File: config.mk
export PLATFORM = sky130hd
export DESIGN_NAME = demux_stream_dispatcher_flat
export DESIGN_NICKNAME = d
export VERILOG_FILES = /design/src/rtl/demux_stream_dispatcher_if.sv /design/src/rtl/demux_stream_dispatcher.sv /design/src/flat_wrapper.sv
export SDC_FILE = /design/constraint.sdc
export NUM_CORES = 1
export LEC_CHECK = 0
export BUFFER_PORTS_ARGS = -buffer_cell sky130_fd_sc_hd__buf_2
export CORE_MARGIN = 3
export CORE_UTILIZATION = 47
export DETAILED_ROUTE_END_ITERATION = 7
export PLACE_DENSITY = 0.84
export SLEW_MARGIN = 20
export SYNTH_ARGS = -nofsm -noshare
export SYNTH_HDL_FRONTEND = slang
export SYNTH_SLANG_ARGS = --single-unit
File: constraint.sdc
create_clock -name clk -period 2.99 [get_ports clk]
set_input_delay 0.299 -clock clk [delete_from_list [all_inputs] [get_ports clk]]
set_output_delay 0.299 -clock clk [all_outputs]
set_load 0.01 [all_outputs]
File: src/rtl/demux_stream_dispatcher_if.sv
// Stream bundle between one producer, the dispatcher and two consumers.
// The slave modport is the dispatcher's view; the master modport is the surrounding logic's view.
interface demux_stream_dispatcher_if #(
  parameter int WIDTH = 8,
  parameter int CNT_W = 8
);
  logic             mode;
  logic             in_valid;
  logic             in_ready;
  logic [WIDTH-1:0] in_data;
  logic             in_sel;
  logic             out0_valid;
  logic             out0_ready;
  logic [WIDTH-1:0] out0_data;
  logic             out1_valid;
  logic             out1_ready;
  logic [WIDTH-1:0] out1_data;
  logic [CNT_W-1:0] cnt0;
  logic [CNT_W-1:0] cnt1;

  modport slave (
    input  mode, in_valid, in_data, in_sel, out0_ready, out1_ready,
    output in_ready, out0_valid, out0_data, out1_valid, out1_data, cnt0, cnt1
  );

  modport master (
    output mode, in_valid, in_data, in_sel, out0_ready, out1_ready,
    input  in_ready, out0_valid, out0_data, out1_valid, out1_data, cnt0, cnt1
  );
endinterface

File: src/rtl/demux_stream_dispatcher.sv
// One-entry buffered 1-to-2 stream dispatcher, steered by in_sel or round-robin.
// Optional per-output delivery counters are enabled with the DISPATCH_COUNT_EN macro.
module demux_stream_dispatcher #(
  parameter int WIDTH = 8,
  parameter int CNT_W = 8
) (
  input logic                      clk,
  input logic                      rst,
  demux_stream_dispatcher_if.slave bus
);
  typedef enum logic {ST_EMPTY = 1'b0, ST_FULL = 1'b1} state_e;

  state_e           state_q;
  logic             tgt_q;
  logic             rr_q;
  logic [WIDTH-1:0] buf_q;

  logic full;
  logic pop;
  logic push;
  logic in_ready;

  assign full     = (state_q == ST_FULL);
  // Only the targeted consumer's ready matters; the other one is ignored.
  assign pop      = full & (tgt_q ? bus.out1_ready : bus.out0_ready);
  assign in_ready = ~full | pop;
  assign push     = bus.in_valid & in_ready;

  always_ff @(posedge clk) begin
    if (rst) begin
      state_q <= ST_EMPTY;
      tgt_q   <= 1'b0;
      rr_q    <= 1'b0;
      buf_q   <= '0;
    end else if (push) begin
      state_q <= ST_FULL;
      buf_q   <= bus.in_data;
      tgt_q   <= bus.mode ? rr_q : bus.in_sel;
      if (bus.mode) begin
        rr_q <= ~rr_q;
      end
    end else if (pop) begin
      state_q <= ST_EMPTY;
    end
  end

  assign bus.in_ready   = in_ready;
  assign bus.out0_valid = full & ~tgt_q;
  assign bus.out1_valid = full & tgt_q;
  assign bus.out0_data  = (full & ~tgt_q) ? buf_q : '0;
  assign bus.out1_data  = (full & tgt_q) ? buf_q : '0;

`ifdef DISPATCH_COUNT_EN
  logic [CNT_W-1:0] cnt0_q;
  logic [CNT_W-1:0] cnt1_q;

  always_ff @(posedge clk) begin
    if (rst) begin
      cnt0_q <= '0;
      cnt1_q <= '0;
    end else if (pop) begin
      if (tgt_q) begin
        cnt1_q <= cnt1_q + 1'b1;
      end else begin
        cnt0_q <= cnt0_q + 1'b1;
      end
    end
  end

  assign bus.cnt0 = cnt0_q;
  assign bus.cnt1 = cnt1_q;
`else
  assign bus.cnt0 = {CNT_W{1'b0}};
  assign bus.cnt1 = {CNT_W{1'b0}};
`endif
endmodule

File: src/flat_wrapper.sv
// flat-port wrapper written by rule: the top's interface ports become plain ports
module demux_stream_dispatcher_flat 
#(
  parameter int WIDTH = 8,
  parameter int CNT_W = 8
)
  (clk, rst, bus_mode, bus_in_valid, bus_in_data, bus_in_sel, bus_out0_ready, bus_out1_ready, bus_in_ready, bus_out0_valid, bus_out0_data, bus_out1_valid, bus_out1_data, bus_cnt0, bus_cnt1);
  demux_stream_dispatcher_if #(.WIDTH(WIDTH), .CNT_W(CNT_W)) bus_i ();
  input logic clk;
  input logic rst;
  input wire logic [$bits(bus_i.mode)-1:0] bus_mode;
  input wire logic [$bits(bus_i.in_valid)-1:0] bus_in_valid;
  input wire logic [$bits(bus_i.in_data)-1:0] bus_in_data;
  input wire logic [$bits(bus_i.in_sel)-1:0] bus_in_sel;
  input wire logic [$bits(bus_i.out0_ready)-1:0] bus_out0_ready;
  input wire logic [$bits(bus_i.out1_ready)-1:0] bus_out1_ready;
  output wire logic [$bits(bus_i.in_ready)-1:0] bus_in_ready;
  output wire logic [$bits(bus_i.out0_valid)-1:0] bus_out0_valid;
  output wire logic [$bits(bus_i.out0_data)-1:0] bus_out0_data;
  output wire logic [$bits(bus_i.out1_valid)-1:0] bus_out1_valid;
  output wire logic [$bits(bus_i.out1_data)-1:0] bus_out1_data;
  output wire logic [$bits(bus_i.cnt0)-1:0] bus_cnt0;
  output wire logic [$bits(bus_i.cnt1)-1:0] bus_cnt1;
  assign bus_i.mode = bus_mode;
  assign bus_i.in_valid = bus_in_valid;
  assign bus_i.in_data = bus_in_data;
  assign bus_i.in_sel = bus_in_sel;
  assign bus_i.out0_ready = bus_out0_ready;
  assign bus_i.out1_ready = bus_out1_ready;
  assign bus_in_ready = bus_i.in_ready;
  assign bus_out0_valid = bus_i.out0_valid;
  assign bus_out0_data = bus_i.out0_data;
  assign bus_out1_valid = bus_i.out1_valid;
  assign bus_out1_data = bus_i.out1_data;
  assign bus_cnt0 = bus_i.cnt0;
  assign bus_cnt1 = bus_i.cnt1;
  demux_stream_dispatcher #(.WIDTH(WIDTH), .CNT_W(CNT_W)) u_core (.clk(clk), .rst(rst), .bus(bus_i));
endmodule
## Yosys cells after proc, flatten, opt, wreduce, memory -nomap -nowiden

Index checks and enable logic that the tools add are counted.
W data, S select, Z words.

| cells by class | value |
|---|---|
| muxes and demuxes | 6 |
| bitwise logic cells | 8 |
| reductions and logical operators | 2 |

Operators by type and width:

| cell | number |
|---|---|
| $mux W8 | 2 |
| $and A1 B1 Y1 | 4 |
| $mux W1 | 4 |
| $not A1 Y1 | 3 |
| $reduce_and A2 Y1 | 1 |
| $reduce_bool A2 Y1 | 1 |
| $or A1 B1 Y1 | 1 |

| word-level totals | value |
|---|---|
| bits in registers | 11 |
| bits of input ports | 15 |
| output and inout port bits | 35 |
| word-level logic and storage cells | 20 |

## Depth between registers and ports, before layout

| depth | value |
|---|---|
| word-level depth | 5 |
| mapped depth | 5 |
| gate-level depth less buffers | 3 |

## Least setup slack after synthesis

No wires, ideal clock.

| path | value |
|---|---|
| path kind | register to output |
| start | register u_core.state_q (netlist: u_core.full) |
| end | output port bus_out0_data[0] |
| arrival | 1.139 ns |
| data required time | 2.691 ns |
| slack | 1.552 ns |
| cell stages (with the launch flop) | 4 |
| buffers on the path | 0 |
| cell sequence | dfxtp_1 -> clkinv_1 -> nor2_1 -> and2_1 |

| between the ends | value |
|---|---|
| cells in the longest elaborated chain, start to end | 2 |

Ends and longest elaborated chain:

| element | line | source |
|---|---|---|
| from (decl) | demux_stream_dispatcher.sv:13 | `state_e state_q;` |
| from (signal assigned) | demux_stream_dispatcher.sv:31 | `state_q <= ST_EMPTY;` |
| from (signal assigned) | demux_stream_dispatcher.sv:36 | `state_q <= ST_FULL;` |
| from (signal assigned) | demux_stream_dispatcher.sv:43 | `state_q <= ST_EMPTY;` |
| $and A1 B1 Y1 | n/a |  |
| named net bus_out0_valid | flat_wrapper.sv:18 | `output wire logic [$bits(bus_i.out0_valid)-1:0] bus_out0_valid;` |
| $mux W8 | demux_stream_dispatcher.sv:50 | `assign bus.out0_data = (full & ~tgt_q) ? buf_q : '0;` |
| to (decl) | flat_wrapper.sv:19 | `output wire logic [$bits(bus_i.out0_data)-1:0] bus_out0_data;` |

The timed path passes the listed nets, and every way through them passes these cells.

## Worst setup path in the final report

| path | value |
|---|---|
| start | register u_core.state_q (netlist: u_core.full) |
| end | output port bus_out0_data[5] |

| between the ends | value |
|---|---|
| cells in the longest elaborated chain, start to end | 2 |

Ends and longest elaborated chain:

| element | line |
|---|---|
| $and A1 B1 Y1 | demux_stream_dispatcher.sv:50 |
| $mux W8 | demux_stream_dispatcher.sv:50 |

No other way between the ends.

==> flow_summary.ini <==
[run_status]
status = completed

[clock_tree]
cts_buffer_depth = 2
cts_buffers = 3
clk_pin_slew_worst_paths_ps = 80
cts_resized = 0
ctsHoldBuffers = 0
cts_root_buf = clkbuf_4
cts.htree.levels = 1
cts_tree = yes
cts.sinks = 11
post_cts_buffers = 0
clkLatencyLatePin_ps = 270

[drt]
routed_via_density = 5.51
routed_wl_um = 2130
drc = 0
drtIter0Drc = 17
routedWlPerCell_um = 12.8
vias = 914
antenna_left = 0
drtPass1Iterations = 4

[timing]
min_period_ps = 2570
slew_headroom_pct = 56.2
setup_viol = 0
worstMarginPinSlew_ps = 656
rsz0062_at_grt = false
setup-tns-final_ps = 0
slew_violations = 0
max_freq_ghz = 0.389
hold_viol_final = 0
period_share_pct = 86.0
worst_slack_ps = 419
skew_ps = 5.30

[floorplanning]
die_h_um = 49.8
rows = 15
floorplan.initialDensity_pct = 51.2
dieArea_sq_um = 2480
core-area_sq_um = 1760
io_pins = 50
die_x_um = 49.8

[setup_path]
arrival_ps = 2270
r2r_start = u_core.tgt_q
path_class = flop to output pin
start_kind = flop
end_kind = output pin
startpoint = u_core.full
path_max_fanout = 22
crit_chain = clkinv_1 -> nor2_1 -> and2_1 -> buf_2
path_delay_family = flip-flops
path_buf_inv = 2
critPathMaxStageDelay_ps = 750
crit_required_ps = 2690
slowest_stage = dfxtp_1

[logic_synthesis]
yosysWarnings = 0
synthCells = 115
synth_top_area_cell = dfxtp_1
synth_top_area_share_pct = 24.4
yosysMostFrequentCell = buf_4
yosysUniqueCellTypes = 29
synth_edf_count = 0
ys_ff_latch = 11
synth_ff_type = dfxtp_1
syn_area_per_cell_sq_um = 7.86
ys_async_sr_fraction_pct = 0
ys_seq_area_share_pct = 24.4
synth_area_leaders = dfxtp_1, buf_4, nand4b_1
synth_common_cells = buf_4, dfxtp_1, nand2_1, and2_1
netlist_area_sq_um = 903

[power_and_ir_drop]
pwr-share-seq_pct = 48.1
p_per_area_nw_per_um2 = 369
switching_share_pct = 33.3
leakage_nw = 0.488
p_comb_share_pct = 24.2
max-vdd-ir-drop_mv = 0.232
power.share.clock_pct = 27.7
power.internal_w = 0.000251
p_switching_w = 0.000125

[placement]
place_ws_ps = 721
gp_congestion = 0.775
place.detailed.hpwl_um = 1530
io_buffers = 33

[layout]
num_antenna_cells = 0
layout-drive-gt1-share_pct = 27.0
synthToLayoutAreaGrowth_pct = 12.9
layout.nets = 157

[hold_path]
hold_path.startpoint = bus_in_data[6]
min_path_type = input pin to flop

[global_routing]
grt_max_degree = 32
grt_pass1_wl_um = 3340
overflow = 0
antenna_found_initial = 0
grt_pass1_vias = 776
grt_usage_pct = 17.1

[run]
cap_viol_max_count = 0
[worst reg2reg max path, cell delays in order, from the launching register on]
cell and delay (ps):
dfxtp_1 540, mux2i_2 550, buf_4 260, nor2_1 60, or4_1 510
[cells by family (layout without fill, tap and decap cells)]
| kind of cell | after synthesis | after routing | synth area share [%] |
|---|---|---|---|
| AND/OR/NAND/NOR | 52 | 52 | 36.7 |
| buffers and inverters | 29 | 40 | 19.7 |
| AO/OA/AOI/OAI | 20 | 20 | 16.2 |
| flip-flops | 11 | 11 | 24.4 |
| multiplexers | 2 | 2 | 2.63 |
| other | 1 | 16 | 0.415 |
[power by group through the flow]
stage | logic (W) | clock network (W) | registers, W
detailed placement | 0.0000908 | 0 | 0.000184
global route | 0.000101 | 0.000111 | 0.000184
finish | 0.0000909 | 0.000104 | 0.000181
floorplan | 0.0000867 | 0 | 0.000174
global placement | 0.0000875 | 0 | 0.000182
CTS | 0.0000909 | 0.000107 | 0.000181
[area by class of cell]
cell class	instances	area, sq um
clock buffers	4	26.3
inverters	2	7.51
fillers	197	744
multi-input cells	90	562
flip-flops and latches	11	220
repair buffers	34	173
well taps	25	31.3
[layout by cell type, fill, tap and decap left out, types with 2 or more instances in the layout]
cell type  instances
a21oi_1            2
nor2_1             3
nand2_1           10
a31oi_1            8
o311ai_0           7
dfxtp_1           11
and3_1             8
conb_1            16
nor3b_1            8
clkbuf_4           3
buf_2             33
and2_1             9
nand4b_1           8
[sequential cells by signal, indices dropped and copies added (netlist names)]
register,flops
u_core.buf_q,8
u_core.full,1
u_core.rr_q,1
u_core.tgt_q,1
[worst paths after layout]
check	slack, ps	end	cells after the start
setup / recovery	420	bus_out0_data[5]	4
hold / removal	290	u_core.buf_q[6]	3
setup reg to reg	950	u_core.rr_q	4
hold reg to reg	570	u_core.buf_q[1]	2
[through the flow]
step / area, sq um / instances / utilization, % / hold WS, ps / power, W
finish: 1020 / 166 / 57.8 / 288 / 0.000376
detailed placement: 993 / 162 / 56.3 / 555 / 0.000275
floorplan: 960 / 130 / - / 453 / 0.000260
CTS: 1020 / 166 / 57.8 / 287 / 0.000378
global route: 1020 / 166 / 57.8 / 311 / 0.000396
global placement: 993 / 162 / 56.3 / 545 / 0.000270
[per-layer routing]
layer	part of all wire, %	up-vias	global-route usage (%)
met5	0	-	0
met4	1.5	0	8.29
met2	51	42	28.6
met3	8.4	4	3.02
li1	-	444	-
met1	39	424	21.0
No activity file was read; power rests on OpenSTA's default activity.
